`src/rtl/ifetch_unit.sv`:
```
// ifetch_unit: single-outstanding instruction fetch FSM between instruction memory and decoder
//   clk, rst (sync, active-low)
//   imem_req/imem_addr -> memory read request; imem_ready/imem_rdata <- completion and data
//   inst_valid/inst/inst_pc -> decoder handoff; dec_ready <- decoder consumes
//   redirect_valid/redirect_target <- control-flow redirect
//   fetch_err -> sticky misaligned-redirect error; inst_count -> instructions handed off
module ifetch_unit #(
  parameter logic [31:0] RESET_PC = 32'h0000_0000
) (
  input  logic        clk,
  input  logic        rst,
  output logic        imem_req,
  output logic [31:0] imem_addr,
  input  logic        imem_ready,
  input  logic [31:0] imem_rdata,
  output logic        inst_valid,
  output logic [31:0] inst,
  output logic [31:0] inst_pc,
  input  logic        dec_ready,
  input  logic        redirect_valid,
  input  logic [31:0] redirect_target,
  output logic        fetch_err,
  output logic [31:0] inst_count
);
  typedef enum logic [2:0] {IDLE, FETCH, KILL, HOLD, HALT} state_t;
  state_t      state;
  logic [31:0] pc, req_addr;
  logic        bad;
  assign bad       = redirect_valid && redirect_target[1:0] != 2'b00;
  assign imem_addr = req_addr;
  always_ff @(posedge clk) begin
    if (!rst) begin
      state      <= IDLE;
      pc         <= RESET_PC;
      req_addr   <= RESET_PC;
      imem_req   <= 1'b0;
      inst_valid <= 1'b0;
      inst       <= '0;
      inst_pc    <= '0;
      fetch_err  <= 1'b0;
      inst_count <= '0;
    end else if (bad && state != HALT) begin
      fetch_err  <= 1'b1;
      imem_req   <= 1'b0;
      inst_valid <= 1'b0;
      state      <= HALT;
    end else begin
      case (state)
        IDLE: begin
          imem_req <= 1'b1;
          state    <= FETCH;
          req_addr <= redirect_valid ? redirect_target : pc;
          if (redirect_valid) pc <= redirect_target;
        end
        FETCH: begin
          if (redirect_valid) begin
            pc <= redirect_target;
            if (imem_ready) req_addr <= redirect_target;
            else state <= KILL;
          end else if (imem_ready) begin
            inst       <= imem_rdata;
            inst_pc    <= req_addr;
            inst_valid <= 1'b1;
            pc         <= req_addr + 32'd4;
            imem_req   <= 1'b0;
            state      <= HOLD;
          end
        end
        KILL: begin
          // the stale request must still complete; its data is dropped
          if (redirect_valid) pc <= redirect_target;
          if (imem_ready) begin
            req_addr <= redirect_valid ? redirect_target : pc;
            state    <= FETCH;
          end
        end
        HOLD: begin
          if (redirect_valid) begin
            inst_valid <= 1'b0;
            pc         <= redirect_target;
            req_addr   <= redirect_target;
            imem_req   <= 1'b1;
            state      <= FETCH;
          end else if (dec_ready) begin
            inst_valid <= 1'b0;
            inst_count <= inst_count + 32'd1;
            req_addr   <= pc;
            imem_req   <= 1'b1;
            state      <= FETCH;
          end
        end
        default: ;
      endcase
    end
  end
endmodule
```
`config.mk`:
```
export PLATFORM = sky130hd
export DESIGN_NAME = ifetch_unit
export DESIGN_NICKNAME = d
export VERILOG_FILES = /design/src/rtl/ifetch_unit.sv
export SDC_FILE = /design/constraint.sdc
export NUM_CORES = 1
export LEC_CHECK = 0
export BUFFER_PORTS_ARGS = -buffer_cell sky130_fd_sc_hd__buf_2
export CORE_ASPECT_RATIO = 0.9
export CORE_MARGIN = 4
export CORE_UTILIZATION = 43
export DETAILED_ROUTE_END_ITERATION = 6
export PLACE_DENSITY = 0.7
export SLEW_MARGIN = 30
export SYNTH_ARGS = -nofsm -noshare
export SYNTH_HDL_FRONTEND = slang
export SYNTH_SLANG_ARGS = --single-unit
export TNS_END_PERCENT = 50
```
`constraint.sdc`:
```
create_clock -name clk -period 5.15 [get_ports clk]
set_clock_uncertainty 0.05 [all_clocks]
set_input_delay 0.515 -clock clk [delete_from_list [all_inputs] [get_ports clk]]
set_output_delay 0.515 -clock clk [all_outputs]
set_load 0.1 [all_outputs]
```
# Yosys cells after proc, flatten, opt, wreduce, memory -nomap -nowiden
# Index checks and enable logic that the tools add are counted.
# Widths: inputs -> output; s select.
[totals] register_bits=166 input_bits=69 output_inout_bits=131 wordCells=77
[op_classes] n_addsub=2 n_eq_ne=15 mux=28 bitwise=3 n_reduce_logical=19
[ops] op="$mux 32" n=8
[ops] op="$pmux 32 s4" n=1
[ops] op="$pmux 32 s2" n=1
[ops] op="$add 32x1->32 const B" n=1
[ops] op="$add 32x3->32 const B" n=1
[ops] op="$mux 3" n=7
[ops] op="$reduce_and 4->1" n=4
[ops] op="$ne 3x3->1 const B" n=5
[ops] op="$ne 4x4->1 const B" n=3
[ops] op="$pmux 3 s4" n=1
[ops] op="$reduce_and 5->1" n=2
[ops] op="$mux 1" n=8
[ops] op="$ne 2x2->1 const B" n=4
[ops] op="$eq 3x2->1 const B" n=2
[ops] op="$reduce_and 6->1" n=1
[ops] op="$reduce_bool 2->1" n=3
[ops] op="$reduce_bool 5->1" n=1
[ops] op="$reduce_bool 4->1" n=1
[ops] op="$eq 3x1->1 const B" n=1
[ops] op="$logic_not 3->1" n=1
[ops] op="$not 1->1" n=3
[ops] op="$pmux 1 s3" n=1
[ops] op="$reduce_and 3->1" n=1
[ops] op="$reduce_bool 3->1" n=1
[ops] op="4 further kinds" n=5

# Longest topological paths before layout
# Gate-level depths: netlist of run 1.
[logic_depth] word_depth=5 mapped_depth=8 mapped_depth_nobuf=6

# Worst setup path after synthesis of run 1
# Ideal clock, no wire load.
[synth_path] path_type="reg2reg" startpoint="register req_addr[2] (netlist: imem_addr[2])" endpoint="register pc[30]" setup_ns=0.092 arrival_time_ns=2.680 t_required_ns=5.008 setup_slack_ns=2.327 stages_incl_launch_ff=8 path_buffers=1 synth_period_minus_slack_ns=2.823 path_cell_list="dfxtp_1 ha_1 nand3_1 or4_1 buf_6 nor3_4 xnor2_1 o32ai_1"
[synth_between] elab_chain_cells=4
[synth_lines] element="start: declaration" line="27" source="logic [31:0] pc, req_addr;"
[synth_lines] element="start signal: assignment" line="52" source="req_addr <= redirect_valid ? redirect_target : pc;"
[synth_lines] element="start signal: assignment" line="58" source="if (imem_ready) req_addr <= redirect_target;"
[synth_lines] element="start signal: assignment" line="73" source="req_addr <= redirect_valid ? redirect_target : pc;"
[synth_lines] element="$add 32x3->32" line="64" source="pc <= req_addr + 32'd4;"
[synth_lines] element="$mux 32" line="60" source="end else if (imem_ready) begin"
[synth_lines] element="$mux 32" line="56" source="if (redirect_valid) begin"
[synth_lines] element="$pmux 32 s2" line="48" source="case (state)"
[synth_lines] element="end signal: assignment" line="53" source="if (redirect_valid) pc <= redirect_target;"
[synth_lines] element="end signal: assignment" line="57" source="pc <= redirect_target;"
[synth_lines] element="end signal: assignment" line="64"
[synth_lines] element="end: declaration" line="27"
# Every way passes these cells. The select of a mux whose other input is x is not followed.
# A chain may end at the register's enable or synchronous reset.

# Final worst setup path of run 1
[layout_path] startpoint="register state[0]" endpoint="register pc[28]"
[layout_between] elab_chain_cells=4 word_cells_on_any_way=12 cone_classes="eq/ne (5); mux (1); bitwise (1); reduce/logical (5)"
[layout_lines] element="start: declaration" line="26" source="state_t state;"
[layout_lines] element="start signal: assignment" line="33" source="state <= IDLE;"
[layout_lines] element="start signal: assignment" line="46" source="state <= HALT;"
[layout_lines] element="start signal: assignment" line="51" source="state <= FETCH;"
[layout_lines] element="$eq 3x2->1, or another cell as far along" line="48"
[layout_lines] element="$reduce_or 3->1 (no line) / $logic_and 1x1->1 (equally long branches)"
[layout_lines] element="$reduce_bool 2->1 (no line) / $not 1->1 (equally long branches)"
[layout_lines] element="$reduce_and 3->1 (no line)"
# Several ways; a longest one is shown, not always the timed one.

==> results of run 1 <==
cell type report:
type                       count  area (um2)  area share, %
sequential                   166        3320           36.4
inverter                      11        43.8          0.480
clock inverter                11         173           1.89
timing repair buffer         207        1060           11.6
clock buffer                  20         447           4.90
tap                          211         264           2.89
multi-input combinational    660        3810           41.8
where the power goes:
group,internal [mW],switching (mW)
clock,0.826,0.520
combinational,0.159,0.527
sequential,1.35,0.0956
total,2.33,1.14
layer usage:
metal | global-route usage [%] | share of wire (%) | vias to the layer above
met4 | 3.13 | 0.31 | 2
met2 | 33.2 | 47 | 211
met3 | 6.03 | 7.0 | 8
met1 | 28.6 | 46 | 3205
met5 | 0 | 0.063 | -
li1 | - | - | 3473
synthesized netlist by cell type (5+ instances only):
| library cell | instances |
|---|---|
| nor3_1 | 17 |
| and3_1 | 18 |
| nand4_1 | 18 |
| o32ai_1 | 9 |
| a31oi_1 | 10 |
| clkbuf_1 | 54 |
| nand3_1 | 25 |
| inv_1 | 11 |
| a211oi_1 | 35 |
| nor2_1 | 87 |
| o21ai_0 | 21 |
| xor2_1 | 30 |
| xnor2_1 | 25 |
| or3_1 | 5 |
| nor4_1 | 10 |
| and4_1 | 7 |
| buf_1 | 10 |
| a21oi_1 | 86 |
| dfxtp_1 | 166 |
| o22ai_1 | 11 |
| mux2i_1 | 36 |
| nand2_1 | 167 |
worst max path at each step:
stage | start | to | slack, ns
floorplan | imem_addr[2]$_SDFFE_PN0P_ | pc[30]$_SDFFE_PN0P_ | 2.33
global placement | redirect_valid | inst[10]$_SDFFE_PN0P_ | 2.22
detailed placement | redirect_valid | inst[10]$_SDFFE_PN0P_ | 2.16
CTS | state[0]$_SDFFE_PP0P_ | inst[10]$_SDFFE_PN0P_ | 2.38
global route | state[0]$_SDFFE_PP0P_ | pc[28]$_SDFFE_PN0P_ | 2.15
finish | state[0]$_SDFFE_PP0P_ | pc[28]$_SDFFE_PN0P_ | 2.38
critical path: stages (launching register included):
cell and delay [ns]:
dfxtp_1 0.60, nor2b_1 0.47, nand3_4 0.73, and3_1 0.48, a21oi_1 0.16, o32ai_1 0.11
cell families (layout without fill, tap and decap cells):
family / Yosys count / in the layout
buf+inv: 81 / 249
mux: 40 / 40
flops: 166 / 166
xor+xnor: 55 / 55
fa+ha+maj: 2 / 2
simple gates: 374 / 374
compound gates: 189 / 189
flip-flops by register name, summed over array words and instances, names as in the netlist:
register and flops:
state 3, imem_req 1, fetch_err 1, inst_count 32, inst 32, inst_pc 32, imem_addr 32, pc 32
inst_valid 1
through the flow:
stage          std cells  total power [mW]  util [%]
6_report            1286              3.48      54.0
2_1_floorplan        907              2.01         -
3_5_place_dp        1255              2.16      50.3
4_1_cts             1286              3.50      54.0
5_1_grt             1286              3.61      54.0
3_3_place_gp        1255              2.15      50.3
==> impl_metrics.py, run 1 <==
metrics = {
    "clocking": {
        "post_cts_buffers": 0,
        "clkTransAtPathRegs_ns": 0.07,
        "cts_buffers": 17,
        "clkLatencyLatePin_ns": 0.42,
        "cts_tree": "built",
        "holdBufCountCts": 0,
        "cts-resized-gates": 0,
        "clock_path_buffers": 2,
        "root_buffer": "clkbuf_16",
        "cts_sinks": 166,
        "htreeDepth": 4,
    },
    "placed_design": {
        "place_ws_ns": 2.16,
        "dpl.hpwl_um": 13900,
        "place.gp.congestion": 0.806,
        "place_area_mm2": 0.00850,
        "portBuffers": 199,
    },
    "min_path": {
        "holdPathEnd": "inst[27]$_SDFFE_PN0P_",
        "hold_depth": 3,
        "worstHoldPathType": "in -> reg",
        "min_from": "imem_rdata[27]",
    },
    "synthesis": {
        "ys_async_sr_fraction_pct": 0,
        "synth_top_family_by_area": "simple AND/OR/NAND/NOR gates",
        "synthMuxAreaShare_pct": 5.46,
        "ys_seq_area_share_pct": 44.8,
        "synth_xor_area_share_pct": 6.49,
        "synth_area_per_cell_um2": 8.18,
        "synth-simple-area-share_pct": 23.2,
        "synth_compound_area_share_pct": 15.4,
        "yosys.cell_types.count": 48,
        "synth_top_area_share_pct": 44.8,
        "synth-seq-cells": 166,
        "synth_area_mm2": 0.00742,
        "yosys.area.top_type": "dfxtp_1",
        "synth_fa_ha_area_share_pct": 0.337,
        "syn-num-nets": 978,
        "synthTopCellsByArea": "dfxtp_1 (45%), nand2_1 (8.4%), a21oi_1 (5.8%)",
        "synth_cells": 907,
        "synthFlopType": "dfxtp_1",
        "synth_edf_count": 0,
        "ys.warnings.count": 0,
    },
    "finish": {
        "final_area_mm2": 0.00912,
        "drive_above_1_share_pct": 23.4,
        "num-nets-final": 1134,
        "num-fill-cells": 1571,
        "layout_commonest_cell": "buf_2",
        "syn_to_final_growth_pct": 22.9,
        "diodes": 0,
        "mostFrequentLayoutCells": "buf_2 (199), nand2_1 (167), dfxtp_1 (166), nor2_1 (87), a21oi_1 (85)",
    },
    "sta": {
        "min_period_ns": 2.77,
        "hold_slack_ns": 0.282,
        "clock.fmax_mhz": 360,
        "hold_viol_final": 0,
        "drv_slew": 0,
        "final.setup.tns_ns": 0,
        "finalSetupViolCount": 0,
        "rsz0062_at_grt": "no",
        "tightest_slew_ns": 0.888,
        "min_period_over_period_pct": 53.9,
        "layout_setup_ws_ns": 2.38,
        "maxSlewHeadroom_pct": 40.8,
    },
    "global_routing": {
        "grt_max_degree": 78,
        "antenna_found_initial": 1,
        "track_usage_pct": 20.8,
        "overflow": 0,
        "grt_pass1_vias": 6357,
        "grt_pass1_wl_um": 33500,
    },
    "setup_path": {
        "r2r_end": "pc[28]$_SDFFE_PN0P_",
        "reg2reg_from": "state[0]$_SDFFE_PP0P_",
        "critPathCaptureType": "flop",
        "cp_max_fo": 77,
        "crit_arrival_ns": 2.98,
        "r2r_setup_slack_ns": 2.38,
        "r2r_cells": 5,
        "cp-start-kind": "flop",
        "critical_path_class": "reg -> reg",
        "critical_path_required_ns": 5.35,
    },
    "floorplan": {
        "core-area_mm2": 0.0169,
        "dieArea_mm2": 0.0194,
        "row_count": 45,
        "io_pins": 200,
        "die_x_um": 146,
        "start_util_pct": 43.9,
        "die_y_um": 133,
    },
    "detailed_routing": {
        "avgRoutedWirePerCell_um": 16.1,
        "first_pass_iters": 5,
        "routed_wl_um": 20700,
        "viasPerCell": 5.36,
        "antenna_left": 0,
        "first_iter_violations": 460,
        "drc": 0,
        "dr_total_vias": 6899,
    },
    "run_status": {
        "status": "finished, final reports clean",
    },
    "flow_run": {
        "drv_cap": 0,
    },
    "power": {
        "p_per_area_mw_per_mm2": 381,
        "leakagePower_nw": 3.77,
        "ir_drop_mv": 0.241,
    },
}
No activity file was read; power rests on OpenSTA's default activity.
==> run 2: changes to the inputs <==
Settings changed: ABC_AREA set to 1, PLACE_DENSITY 0.7 to 0.72.
Clock period 5.15 ns to 2.4 ns, I/O delays scaled along.
==> run 2 against run 1 <==
  * Maximum frequency grew 32%
  * Critical endpoint is now imem_addr[6]$_SDFFE_PN0P_
  * Worst setup slack lost 2.1 ns
  * Global-route usage grew 3.5 points
  * Total power grew 130%
  * Critical path type unchanged
  * Utilization is essentially flat
  * Sequential power grew 120%
  * Design area grew 15%
  * Die area grew 15%
  * Non-clock buffer count grew 25
  * Highest routed layer is now met4
  * Hold slack lost 0.24 ns
  * Wire length grew 35%
==> impl_metrics.py, run 2 <==
metrics = {
    "global_routing": {
        "overflow": 0,
        "grt_max_degree": 90,
        "antenna_found_initial": 0,
        "grtUsageMet2_pct": 35.5,
        "top_usage_layer": "met1",
        "track_usage_pct": 24.3,
        "globalRouteMet1Util_pct": 36.7,
        "grt_pass1_wl_um": 43200,
        "grt_util_met3_pct": 5.62,
        "grt_pass1_vias": 8082,
    },
    "detailed_routing": {
        "first_pass_iters": 5,
        "dr_total_vias": 9315,
        "drc": 0,
        "antenna_left": 0,
        "first_iter_violations": 1008,
        "routed_wl_um": 27800,
        "viasPerCell": 5.16,
        "avgRoutedWirePerCell_um": 15.4,
    },
    "sta": {
        "rsz0062_at_grt": "no",
        "maxSlewHeadroom_pct": 59.1,
        "drv_slew": 0,
        "min_period_over_period_pct": 87.8,
        "finalSetupViolCount": 0,
        "min_period_ns": 2.11,
        "clock.fmax_mhz": 475,
        "final.setup.tns_ns": 0,
        "hold_viol_final": 0,
        "tightest_slew_ns": 0.608,
    },
    "synthesis": {
        "synth_area_mm2": 0.00860,
        "ys_seq_area_share_pct": 38.7,
        "synth-seq-cells": 166,
        "ys_async_sr_fraction_pct": 0,
        "ys.warnings.count": 0,
        "synth_fa_ha_area_share_pct": 0.291,
        "synthFlopType": "dfxtp_1",
        "synth_edf_count": 0,
        "syn-num-nets": 1427,
        "synth_area_per_cell_um2": 6.34,
        "synthTopCellsByArea": "dfxtp_1 (39%), nand2_1 (16%), o21ai_0 (11%)",
        "yosys.area.top_type": "dfxtp_1",
        "synth_top_area_share_pct": 38.7,
        "synth_cells": 1356,
        "yosysMostFrequentCell": "nand2_1",
        "synth-simple-area-share_pct": 29.0,
        "synth_xor_area_share_pct": 0.611,
        "synthMuxAreaShare_pct": 0,
        "yosys-top-cells-count": "nand2_1 (360), o21ai_0 (182), nor2_1 (169)",
        "synth_compound_area_share_pct": 21.0,
        "yosys.cell_types.count": 36,
        "synth_top_family_by_area": "simple AND/OR/NAND/NOR gates",
    },
    "clocking": {
        "clkLatencyLatePin_ns": 0.44,
        "cts_sinks": 166,
        "htreeDepth": 4,
        "clkTransAtPathRegs_ns": 0.08,
        "post_cts_buffers": 0,
        "cts_tree": "built",
        "root_buffer": "clkbuf_16",
        "clock_path_buffers": 2,
        "cts_buffers": 17,
        "holdBufCountCts": 0,
        "cts-resized-gates": 0,
    },
    "finish": {
        "mostFrequentLayoutCells": "nand2_1 (360), buf_2 (198), o21ai_0 (182), nor2_1 (168), dfxtp_1 (166)",
        "num-nets-final": 1613,
        "syn_to_final_growth_pct": 21.9,
        "layout_commonest_cell": "nand2_1",
        "diodes": 0,
        "drive_above_1_share_pct": 18.1,
        "instances_no_fill": 1805,
        "finish.utilization_pct": 54.0,
    },
    "setup_path": {
        "critPathCaptureType": "flop",
        "critical_path_required_ns": 2.71,
        "cp_max_fo": 35,
        "cp-start-kind": "flop",
        "critical_path_class": "reg -> reg",
        "crit_arrival_ns": 2.41,
    },
    "floorplan": {
        "io_pins": 200,
        "row_count": 48,
        "dieArea_mm2": 0.0223,
        "start_util_pct": 44.3,
        "die_y_um": 142,
        "core-area_mm2": 0.0194,
        "die_x_um": 157,
    },
    "power": {
        "power_mw": 8.07,
        "p_per_area_mw_per_mm2": 770,
        "ir_drop_mv": 0.501,
        "leakagePower_nw": 4.72,
    },
    "min_path": {
        "worstHoldPathType": "in -> reg",
    },
    "placed_design": {
        "portBuffers": 199,
        "dp_cells": 1773,
        "dpl.hpwl_um": 20600,
        "place.gp.congestion": 0.941,
    },
    "flow_run": {
        "drv_cap": 0,
    },
    "run_status": {
        "status": "finished, final reports clean",
    },
}
-- run 2: changes by cell type after synthesis, moves of 24 or more --
cell / before / now
nand2_1: 167 / 360
o21ai_0: 21 / 182
inv_1: 11 / 153
nor2_1: 87 / 169
a21oi_1: 86 / 136
mux2i_1: 36 / 0
a211oi_1: 35 / 1
buf_2: 4 / 29
clkbuf_1: 54 / 29
xnor2_1: 25 / 0
xor2_1: 30 / 6
-- run 2: cell families after synthesis --
family                     count (synthesis)
AOI/OAI and AO/OA                        347
xor gates and xnor gates                   6
adders and majority gates                  2
buffers and inverters                    221
DFF                                      166
and+or+nand+nor                          614
-- run 2: final timing paths --
kind / startpoint / end / slack (ns) / cells after the start
worst max-delay path: state[0]$_SDFFE_PP0P_ / imem_addr[6]$_SDFFE_PN0P_ / 0.29 / 8
worst min-delay path: imem_rdata[22] / inst[22]$_SDFFE_PN0P_ / 0.05 / 3
worst max register to register: state[0]$_SDFFE_PP0P_ / imem_addr[6]$_SDFFE_PN0P_ / 0.29 / 8
worst min register to register: inst_pc[8]$_SDFFE_PN0P_ / inst_pc[8]$_SDFFE_PN0P_ / 0.39 / 2
-- run 2: area by class of cell --
class,instances,area (um2)
inverters,156,586
clock inverters,14,148
clock buffers,18,429
multi-input cells,969,4390
fillers,1937,8920
flip-flops and latches,166,3320
well taps,250,313
repair buffers,232,1300
-- run 2: critical path, stage by stage, from the launching register on --
cell and delay (ns):
dfxtp_1 0.43, nand2_1 0.13, nor2_2 0.30, nand2_1 0.17
and2_4 0.21, nand2_2 0.25, buf_12 0.23, o21ai_0 0.11
a21oi_1 0.16
-- run 2: layer usage --
metal | part of all wire [%] | wire length [um]
met2 | 41 | 11500
met3 | 11 | 2940
met1 | 47 | 13100
met5 | 0 | 0
met4 | 1.2 | 321
-- run 2: power by group --
part           switching, mW  internal, mW
Sequential             0.208          2.96
Combinational           1.73         0.465
Clock                   1.31          1.39
Total                   3.25          4.82
-- run 2: per-stage QoR --
step | worst slack [ns] | instance area (um2) | hold WS, ns
3_5_place_dp | 0.366 | 9900 | 0.382
6_report | 0.293 | 10500 | 0.0452
3_3_place_gp | 0.484 | 9900 | 0.378
2_1_floorplan | 0.0277 | 8600 | 0.374
4_1_cts | 0.300 | 10500 | 0.0323
5_1_grt | 0.103 | 10500 | 0.0441
